**src/rtl/text_memory_loader.sv**
```systemverilog
// text_memory_loader: receives a little-endian byte stream (word count N, then N words)
// and writes each assembled 32-bit word into the text memory write port.
// busy holds the core in reset for the whole load session.
module text_memory_loader #(
  parameter int ADDR_WIDTH = 14,
  parameter int TEXT_WORDS = 16384
) (
  input  logic                  clock,
  input  logic                  reset,
  input  logic                  start,
  input  logic [7:0]            in_data,
  input  logic                  in_valid,
  output logic                  in_ready,
  output logic [ADDR_WIDTH-1:0] mem_address,
  output logic [31:0]           mem_wdata,
  output logic                  mem_wren,
  output logic                  busy,
  output logic                  done,
  output logic                  error,
  output logic [ADDR_WIDTH:0]   words_loaded
);

  localparam int CNT_WIDTH = ADDR_WIDTH + 1;

  localparam logic [31:0] MAX_WORDS = 32'(TEXT_WORDS);

  localparam logic [2:0] ST_IDLE  = 3'd0;
  localparam logic [2:0] ST_LEN   = 3'd1;
  localparam logic [2:0] ST_DATA  = 3'd2;
  localparam logic [2:0] ST_WRITE = 3'd3;
  localparam logic [2:0] ST_DONE  = 3'd4;
  localparam logic [2:0] ST_ERR   = 3'd5;

  logic [2:0]            state_q,        state_d;
  logic [1:0]            byte_cnt_q,     byte_cnt_d;
  logic [31:0]           len_q,          len_d;
  logic [31:0]           word_q,         word_d;
  logic [CNT_WIDTH-1:0]  words_loaded_q, words_loaded_d;
  logic [ADDR_WIDTH-1:0] mem_address_q,  mem_address_d;
  logic [31:0]           mem_wdata_q,    mem_wdata_d;
  logic                  error_q,        error_d;

  logic                  ready;
  logic                  transfer;
  logic                  last_byte;
  logic [31:0]           len_next;
  logic [31:0]           word_next;
  logic [CNT_WIDTH-1:0]  count_inc;
  logic [31:0]           count_inc_ext;

  // Handshake and shift-in helpers; bytes enter at the top so byte0 ends up in [7:0].
  always_comb begin
    ready         = (state_q == ST_LEN) || (state_q == ST_DATA);
    transfer      = in_valid && ready;
    last_byte     = (byte_cnt_q == 2'd3);
    len_next      = {in_data, len_q[31:8]};
    word_next     = {in_data, word_q[31:8]};
    count_inc     = words_loaded_q + {{(CNT_WIDTH-1){1'b0}}, 1'b1};
    count_inc_ext = 32'(count_inc);
  end

  // Next-state logic for the load session FSM and its datapath registers.
  always_comb begin
    state_d        = state_q;
    byte_cnt_d     = byte_cnt_q;
    len_d          = len_q;
    word_d         = word_q;
    words_loaded_d = words_loaded_q;
    mem_address_d  = mem_address_q;
    mem_wdata_d    = mem_wdata_q;
    error_d        = error_q;

    case (state_q)
      ST_IDLE: begin
        if (start) begin
          error_d        = 1'b0;
          words_loaded_d = '0;
          byte_cnt_d     = 2'd0;
          len_d          = 32'd0;
          state_d        = ST_LEN;
        end
      end

      ST_LEN: begin
        if (transfer) begin
          len_d      = len_next;
          byte_cnt_d = byte_cnt_q + 2'd1;
          if (last_byte) begin
            if (len_next == 32'd0) begin
              state_d = ST_DONE;
            end else if (len_next > MAX_WORDS) begin
              state_d = ST_ERR;
            end else begin
              state_d = ST_DATA;
            end
          end
        end
      end

      ST_DATA: begin
        if (transfer) begin
          word_d     = word_next;
          byte_cnt_d = byte_cnt_q + 2'd1;
          if (last_byte) begin
            mem_address_d = words_loaded_q[ADDR_WIDTH-1:0];
            mem_wdata_d   = word_next;
            state_d       = ST_WRITE;
          end
        end
      end

      ST_WRITE: begin
        words_loaded_d = count_inc;
        if (count_inc_ext == len_q) begin
          state_d = ST_DONE;
        end else begin
          state_d = ST_DATA;
        end
      end

      ST_DONE: begin
        state_d = ST_IDLE;
      end

      ST_ERR: begin
        error_d = 1'b1;
        state_d = ST_IDLE;
      end

      default: begin
        state_d = ST_IDLE;
      end
    endcase
  end

  // State and datapath registers; reset aborts any session in progress.
  always_ff @(posedge clock) begin
    if (reset) begin
      state_q        <= ST_IDLE;
      byte_cnt_q     <= 2'd0;
      len_q          <= 32'd0;
      word_q         <= 32'd0;
      words_loaded_q <= '0;
      mem_address_q  <= '0;
      mem_wdata_q    <= 32'd0;
      error_q        <= 1'b0;
    end else begin
      state_q        <= state_d;
      byte_cnt_q     <= byte_cnt_d;
      len_q          <= len_d;
      word_q         <= word_d;
      words_loaded_q <= words_loaded_d;
      mem_address_q  <= mem_address_d;
      mem_wdata_q    <= mem_wdata_d;
      error_q        <= error_d;
    end
  end

  // Outputs are decoded from the registered state, so they are glitch-free for one full cycle.
  always_comb begin
    in_ready     = ready;
    mem_wren     = (state_q == ST_WRITE);
    busy         = (state_q != ST_IDLE);
    done         = (state_q == ST_DONE);
    error        = error_q;
    mem_address  = mem_address_q;
    mem_wdata    = mem_wdata_q;
    words_loaded = words_loaded_q;
  end

endmodule

```
**config.mk**
```make
export PLATFORM = sky130hd
export DESIGN_NAME = text_memory_loader
export DESIGN_NICKNAME = d
export VERILOG_FILES = /design/src/rtl/text_memory_loader.sv
export SDC_FILE = /design/constraint.sdc
export NUM_CORES = 1
export LEC_CHECK = 0
export BUFFER_PORTS_ARGS = -buffer_cell sky130_fd_sc_hd__buf_2
export CELL_PAD_IN_SITES_DETAIL_PLACEMENT = 1
export CELL_PAD_IN_SITES_GLOBAL_PLACEMENT = 1
export CORE_ASPECT_RATIO = 1.4
export CORE_MARGIN = 2
export CORE_UTILIZATION = 44
export CTS_CLUSTER_DIAMETER = 120
export DETAILED_ROUTE_END_ITERATION = 10
export GPL_TIMING_DRIVEN = 0
export HOLD_SLACK_MARGIN = 0.15
export PLACE_DENSITY = 0.8
export SYNTH_ARGS = -nofsm -noshare
export SYNTH_HDL_FRONTEND = slang
export SYNTH_SLANG_ARGS = --single-unit
```
**constraint.sdc**
```tcl
create_clock -name clock -period 8.1 [get_ports clock]
set_clock_uncertainty 0.15 [all_clocks]
set_input_delay 1.215 -clock clock [delete_from_list [all_inputs] [get_ports clock]]
set_output_delay 1.215 -clock clock [all_outputs]
set_load 0.01 [all_outputs]
```
==> flow_results.org, run 1 <==
** STA
- Pins over their slew limit :: 0
- Setup repair after global routing left no endpoint under its margin.
- Tightest Pin Transition :: just over 0.9 ns
- Post-route setup TNS :: 0 ns
- The number of endpoints with negative hold slack in the final report came to 0.
- In the finished design, the share of the clock period the worst path needs comes to between 40% and 50%.
- Total of endpoints with negative setup slack in the final report :: 0
- FMAX :: 290.1 MHz
- In the post-route analysis, the smallest setup slack over all paths is 4.653 ns.
- Tmin final :: 3.447 ns
- Headroom to the max-slew limit :: 38.72%

** Routing
- The routed layout has 5184 vias.
- Per-cell via count in the routed design :: roughly 5.6
- Dividing the detail-routed wire length by the instance count gives ~18 um.
- The detail route stage leaves a number of antenna-violating nets equal to 0.
- Summed over all layers, the routed wires come to ~17 mm.
- Router iterations before antenna repair :: 4
- For this run, design rule violations remaining after detail routing come to 0.
- Detailed Route Iter0 Violations :: about 150

** Clocking
- Clock Latency Late Sink :: 0.42 ns
- TritonCTS built the clock tree.
- Once the clock tree was built, the setup fixing pass inserted 0 buffers.
- Post-cts repair resize count :: 0
- Buffer depth of the longest clock path :: 2
- CTS buffer count :: 17
- Clock Sinks :: 123
- Clock input transition at the sequential cells of the worst setup and hold paths :: around 0.060 ns
- Hold repair after CTS inserted 0 buffers.
- The tree is rooted in a clkbuf_16.
- The H-tree was split into 4 levels.

** Cells and area
- Fraction of layout instances using a drive strength above 1 :: 16.69%
- Once layout is complete, the utilization of the core stands at a little under three fifths.
- Storage element area :: 2462 um2
- Post-route cell area :: 6352 um2
- Most common library cell in the layout ignoring fill and taps :: nand2_1
- Post-route non-filler standard cell count :: 929
- Counting the fill cells in the layout gives 1462.
- Total number of nets in the final design :: 786
- Number of diodes :: 0
- In the layout the commonest cells are nand2_1, dfxtp_1, a21oi_1, buf_2, nand3_1.
- Area added between synthesis and finish :: 22.54%
- Area of combinational cells with multiple inputs :: 2485 um2

** Setup path
- Largest incremental delay on the critical path :: between 0.6 and 0.7 ns
- Startpoint type of the worst setup path :: flip-flop
- Critical setup path kind :: flip-flop to flip-flop
- Of all nets on the critical path, the largest fanout is 8.
- Worst EP required :: 8.31 ns
- STA classifies the critical path endpoint as a flip-flop.
- List of cells traversed by the critical path :: ha_1, nand3_1, nor4_1, mux2_4, or4_4, nor4b_4, a41o_1
- For the worst setup path, the data arrival time is 3.66 ns.
- The slowest stage of the critical path belongs to the cell nor4_1.

** Logic synthesis
- Share of synthesized flip-flops with an asynchronous set or reset :: 0%
- Mean instance size in the synthesized netlist :: 7.657 um2
- Biggest area consumer among synthesized cells :: dfxtp_1
- Yosys printed 0 warnings.
- Post-synth EDFFs :: 0
- Sequential fraction of the synthesis area :: 47.50%
- Instance count of the mapped netlist :: 677
- Counting flops and latches in the post-synthesis netlist gives roughly 120.
- Synth top area cells :: dfxtp_1, nand2_1, a21oi_1
- Syn_nets :: 691
- In the synthesized netlist the dominant register cell turns out to be dfxtp_1.
- Library cells used by synthesis :: just under 50
- Cell area after technology mapping :: 5184 um2
- Share of the synthesized area in the top cell type :: a little under half

** Place
- Instance area at placement :: 5744 um2
- Post-place setup slack :: 4.584 ns
- Cell count after placement :: 897
- After legalization and detailed placement, the total HPWL measured 12.22 mm.
- Port-buffer cells :: 76
- At the end of routability-driven placement, the weighted congestion stood at about 0.86.

** Power
- Dividing total power by cell area gives a power density of 227.7 nW/um2.
- The analysis attributes to cell leakage a power of 2.437 nW.
- Across the VDD grid, the largest voltage drop is 0.1499 mV.

** Min path
- Kind of path behind the tightest hold check :: flip-flop to flip-flop

** Global route
- Wire length of the first global-routing pass :: 26.81 mm
- Antenna violations before repair :: 0
- Grt ovf :: 0
- Number of global-route vias before repair :: approximately 5400
- Entering global routing, the biggest net connects 17 pins.
- Overall Global Routing Usage :: 27.19%

** Die
- FP Rows :: 46
- In this run the horizontal extent of the chip is around 96 um.
- Die area :: 12680 um2
- Once the floorplan was initialized, standard cells occupied 45.49% of the core.
- Measured along the y axis, the die boundary spans 132.4 um.
- In this run the count of I/O pins placed on the die edge is 78.
- Core ar. :: 11400 um2

** Run
- Max-cap violations in this run came to 0.

** Status
- Result of the run :: complete, no violations
area by class of cell:
type                       instances  area share, %
tap                              144          2.836
timing repair buffer              76          5.988
clock buffer                      18          6.914
clock inverter                    14          2.659
sequential                       123          38.76
inverter                           9         0.5318
buffer                            50          3.191
multi-input combinational        495          39.12
cell usage after synthesis, types with 2 or more instances:
master / n
a32oi_1: 2
and2_1: 4
nand3_1: 41
nand2_1: 191
a22oi_1: 4
o22a_1: 2
xnor2_1: 14
a21oi_1: 117
buf_2: 12
mux2_1: 2
o21ai_0: 12
nor4_1: 8
nor2_1: 37
buf_1: 3
and3_1: 5
a31o_2: 2
clkbuf_1: 35
xor2_1: 6
nor3_1: 15
inv_1: 7
a211o_1: 2
a211oi_1: 3
ha_1: 2
dfxtp_1: 123
nand4_1: 4
path summary, 6_finish.rpt:
check                           depth (start not counted)       startpoint              end  slack, ns
worst max-delay path                                    7  words_loaded[0]       state_q[2]       4.65
worst min-delay path                                    2  mem_address[11]  mem_address[11]       0.30
worst max register to register                          7  words_loaded[0]       state_q[2]       4.65
worst min register to register                          2  mem_address[11]  mem_address[11]       0.30
power by group:
| group | internal, mW | total (mW) | switching (mW) |
|---|---|---|---|
| sequential | 0.608 | 0.610 | 0.00217 |
| clock | 0.492 | 0.785 | 0.293 |
| combinational | 0.0118 | 0.0517 | 0.0399 |
| total | 1.11 | 1.45 | 0.335 |
logic make-up after synthesis:
group,count (synthesis),synth area share [%]
simple gates,318,27.03
compound gates,152,16.32
flops,123,47.50
buf+inv,59,4.562
xor+xnor,20,3.379
mux,3,0.7240
fa+ha+maj,2,0.4827
metal layers:
metal,track usage (%),up-vias,routed length (um)
met5,0,-,0
met4,11.03,0,439
met3,6.093,34,700
met2,50.12,134,9086
met1,28.97,2528,6309
li1,-,2488,-
sequential cells by signal (all words and copies together) (netlist names):
register,count
mem_address,14
state_q,3
error,1
words_loaded,15
byte_cnt_q,2
mem_wdata,32
len_q,32
word_q,24
per-stage QoR:
stage               hold WS [ns]  power, mW
finish                    0.3013      1.446
global route              0.3244      1.484
CTS                       0.3047      1.451
detailed placement        0.2964     0.6735
global placement          0.2898     0.6717
floorplan                 0.2821     0.6531
worst max-delay path, delay by kind of cell (launching register included):
kind,cells,cell delay [ns]
AND/OR/NAND/NOR,4,1.70
AO/OA/AOI/OAI,1,0.22
flip-flops,1,0.59
adder cells (fa/ha/maj),1,0.37
multiplexers,1,0.35
(Power assumes the default switching activity.)
==> run 2, diff against run 1 <==
--- a/config.mk
+++ b/config.mk
@@ -10,12 +10,12 @@
 export CELL_PAD_IN_SITES_GLOBAL_PLACEMENT = 1
 export CORE_ASPECT_RATIO = 1.4
 export CORE_MARGIN = 2
-export CORE_UTILIZATION = 44
+export CORE_UTILIZATION = 37
 export CTS_CLUSTER_DIAMETER = 120
 export DETAILED_ROUTE_END_ITERATION = 10
 export GPL_TIMING_DRIVEN = 0
 export HOLD_SLACK_MARGIN = 0.15
-export PLACE_DENSITY = 0.8
+export PLACE_DENSITY = 0.72
 export SYNTH_ARGS = -nofsm -noshare
 export SYNTH_HDL_FRONTEND = slang
 export SYNTH_SLANG_ARGS = --single-unit
==> constraint.sdc (replaced) <==
create_clock -name clock -period 3.1 [get_ports clock]
set_clock_uncertainty 0.15 [all_clocks]
set_input_delay 0.465 -clock clock [delete_from_list [all_inputs] [get_ports clock]]
set_output_delay 0.465 -clock clock [all_outputs]
set_load 0.01 [all_outputs]
==> flow_results.org, run 2 (synthesis results as in run 1) <==
** Setup path
- Critical setup path kind :: flip-flop to flip-flop
- Startpoint type of the worst setup path :: flip-flop
- The critical path ends at state_q[1].
- Maximum fanout along the worst path :: 8 (unchanged)
- Cells on worst reg2reg path :: 7 (unchanged)
- The critical path data required time came to 3.22 ns (-5.09 ns).
- The worst setup path is captured at a flip-flop.
- Worst Path Arrival :: 3.05 ns (-0.61 ns)
- Flop2flop setup slack :: 0.18 ns (-4.48 ns)
- Worst reg2reg startpoint :: words_loaded[0]
- Worst R2R End :: state_q[1]
- The most critical setup path has its startpoint at words_loaded[0].

** Place
- Cell count after placement :: 938 (+4.6%)
- The placer's final routability congestion estimate was 0.8317 (-3.5%).
- Instance area at placement :: 5796 um2 (+0.89%)
- Port-buffer cells :: 76 (unchanged)
- The half-perimeter wire length after placement is 12.23 mm (about the same).

** Clocking
- The clock transition time at the flip-flop clock pins of the worst setup and hold paths was 0.06 ns (about the same).
- The total clock buffers created by CTS came to 17 (unchanged).
- Clock tree from TritonCTS :: done
- Clock Latency Late Sink :: 0.42 ns (about the same)
- # H-tree levels :: 4 (unchanged)
- The number of buffers on the longest clock path is 2 (unchanged).
- Hold Buf Count CTS :: 0 (unchanged)
- The clock sink count is 123 (unchanged).
- The tree is rooted in a clkbuf_16.
- The total setup buffers inserted after CTS came to 0 (unchanged).

** Cells and area
- Number of diodes :: 0 (unchanged)
- Post-route non-filler standard cell count :: 970 (+4.4%)
- The number of nets in the layout came to 786 (unchanged).
- Relative to the synthesized area, the layout overhead comes to 23.36%.
- In the layout the commonest cells are nand2_1, dfxtp_1, a21oi_1, buf_2, nand3_1.
- Post-route cell area :: 6395 um2 (+0.67%)
- Fraction of layout instances using a drive strength above 1 :: 17.32% (+0.64 points)
- Leaving out fill and tap cells, the most frequent cell in the layout is nand2_1.
- The utilization of the core after routing was 46.40% (-9.3 points).

** STA
- The post-route worst hold slack is 0.1884 ns (-0.1129 ns).
- The worst-margin pin slew was 0.9304 ns (+0.01828 ns).
- FMAX :: 342.1 MHz (+18%)
- The relative max-transition margin was 37.50% (-1.2 points).
- Setup repair after global routing missed its margin :: no
- Total of endpoints with negative setup slack in the final report :: 0 (unchanged)
- The number of endpoints with negative hold slack in the final report came to 0 (unchanged).
- Tmin final :: 2.923 ns (-0.5242 ns)
- The post-route clock period utilization came to 94.28% (+52 points).
- The sum of negative setup slack came to 0 ns (unchanged).
- The number of pins exceeding their max-slew limit in the final report came to 0 (unchanged).

** Global route
- Grt ovf :: 0 (unchanged)
- The number of global-route vias before repair came to 5257 (-2.0%).
- The largest net degree at the start of global routing is 17 (unchanged).
- Overall Global Routing Usage :: 22.63% (-4.6 points)
- Wire length of the first global-routing pass :: 26.65 mm (-0.62%)
- Antenna violations before repair :: 0 (unchanged)

** Routing
- Antenna Nets Post-Route :: 0 (unchanged)
- Post-detailed-route DRC marker count :: 0 (unchanged)
- The wire length reported by the detailed router came to 16.47 mm (-0.43%).
- The DRC violation total after the first TritonRoute iteration came to 173 (+15%).
- The via density per instance came to 5.234 (-6.2%).
- The detailed-route via count was 5077 (-2.1%).
- The count of TritonRoute iterations in the first routing pass is 4 (unchanged).
- Routed length per instance :: 16.97 um (-4.6%)

** Min path
- Kind of path behind the tightest hold check :: input port to flip-flop

** Power
- The worst supply voltage drop on vdd was 0.2924 mV (+95%).
- The static power due to leakage is 2.426 nW (-0.45%).
- The power density over the cells is 573.6 nW/um2 (+150%).

** Die
- Top-Level Pins :: 78 (unchanged)
- DIE WIDTH :: 104.0 um (+8.7%)
- Core ar. :: 13780 um2 (+21%)
- Die boundary height :: 144.1 um (+8.8%)
- The initial core utilization is 37.61% (-7.9 points).
- FP Rows :: 51 (+11%)
- Die area :: 14990 um2 (+18%)

** Run
- The max-capacitance violation count came to 0 (unchanged).

** Status
- The flow ran to the end, and the final reports show no timing, DRC or antenna violations.
[run 2: cell count changes in the layout (fill, tap and decap cells not counted), moves of 2 or more]
cell / previous run / this run
dfxtp_1: 123 / 121
clkinvlp_4: 2 / 4
inv_6: 2 / 6
dfxtp_2: 0 / 2
bufinv_16: 3 / 1
clkinv_2: 4 / 1
[run 2: cell type report]
class                      instances  area, um2
fill                            1753       7388
inverter                           9      33.78
buffer                            50      202.7
clock buffer                      18      439.2
clock inverter                    14      135.1
sequential                       123       2465
tap                              185      231.5
multi-input combinational        495       2507
timing repair buffer              76      380.4
[run 2: per-layer routing]
metal	track usage, %	wire, um
met1	24.04	6638
met2	43.59	8987
met3	3.740	421
met4	10.53	417
met5	0	0
[run 2: repair_timing]
action                                  in CTS  in global routing
endpoints found under the setup margin       2                  2
gates resized for setup                      4                  2
pin swaps                                    0                  1
[run 2: per-stage QoR]
stage	worst slack [ns]	total power, mW
finish	0.1773	3.668
global route	0.03303	3.790
CTS	0.04017	3.700
detailed placement	-0.2718	1.761
global placement	-0.2192	1.757
floorplan	0.2496	1.707
[run 2: how the worst min path moves through the flow]
stage	from	endpoint	cells past startpoint	slack, ns
floorplan	word_q[8]	mem_wdata[0]	2	0.28
global placement	mem_address[9]	mem_address[9]	2	0.29
detailed placement	mem_wdata[8]	mem_wdata[8]	2	0.30
CTS	in_data[4]	word_q[28]	3	0.17
global route	in_data[2]	mem_wdata[26]	3	0.19
finish	in_data[2]	word_q[26]	3	0.19
[run 2: worst max-delay path: stages (launching register included)]
cell,delay [ns]
dfxtp_2,0.45
ha_2,0.31
nand3_2,0.18
nor4_4,0.42
mux2_4,0.33
or4_4,0.49
nor4b_4,0.34
a211oi_1,0.12
[run 2: report_power, final]
group	total, mW	internal [mW]	switching, mW
Sequential	1.59	1.59	0.00577
Combinational	0.134	0.0309	0.103
Clock	1.94	1.14	0.802
Total	3.67	2.76	0.911
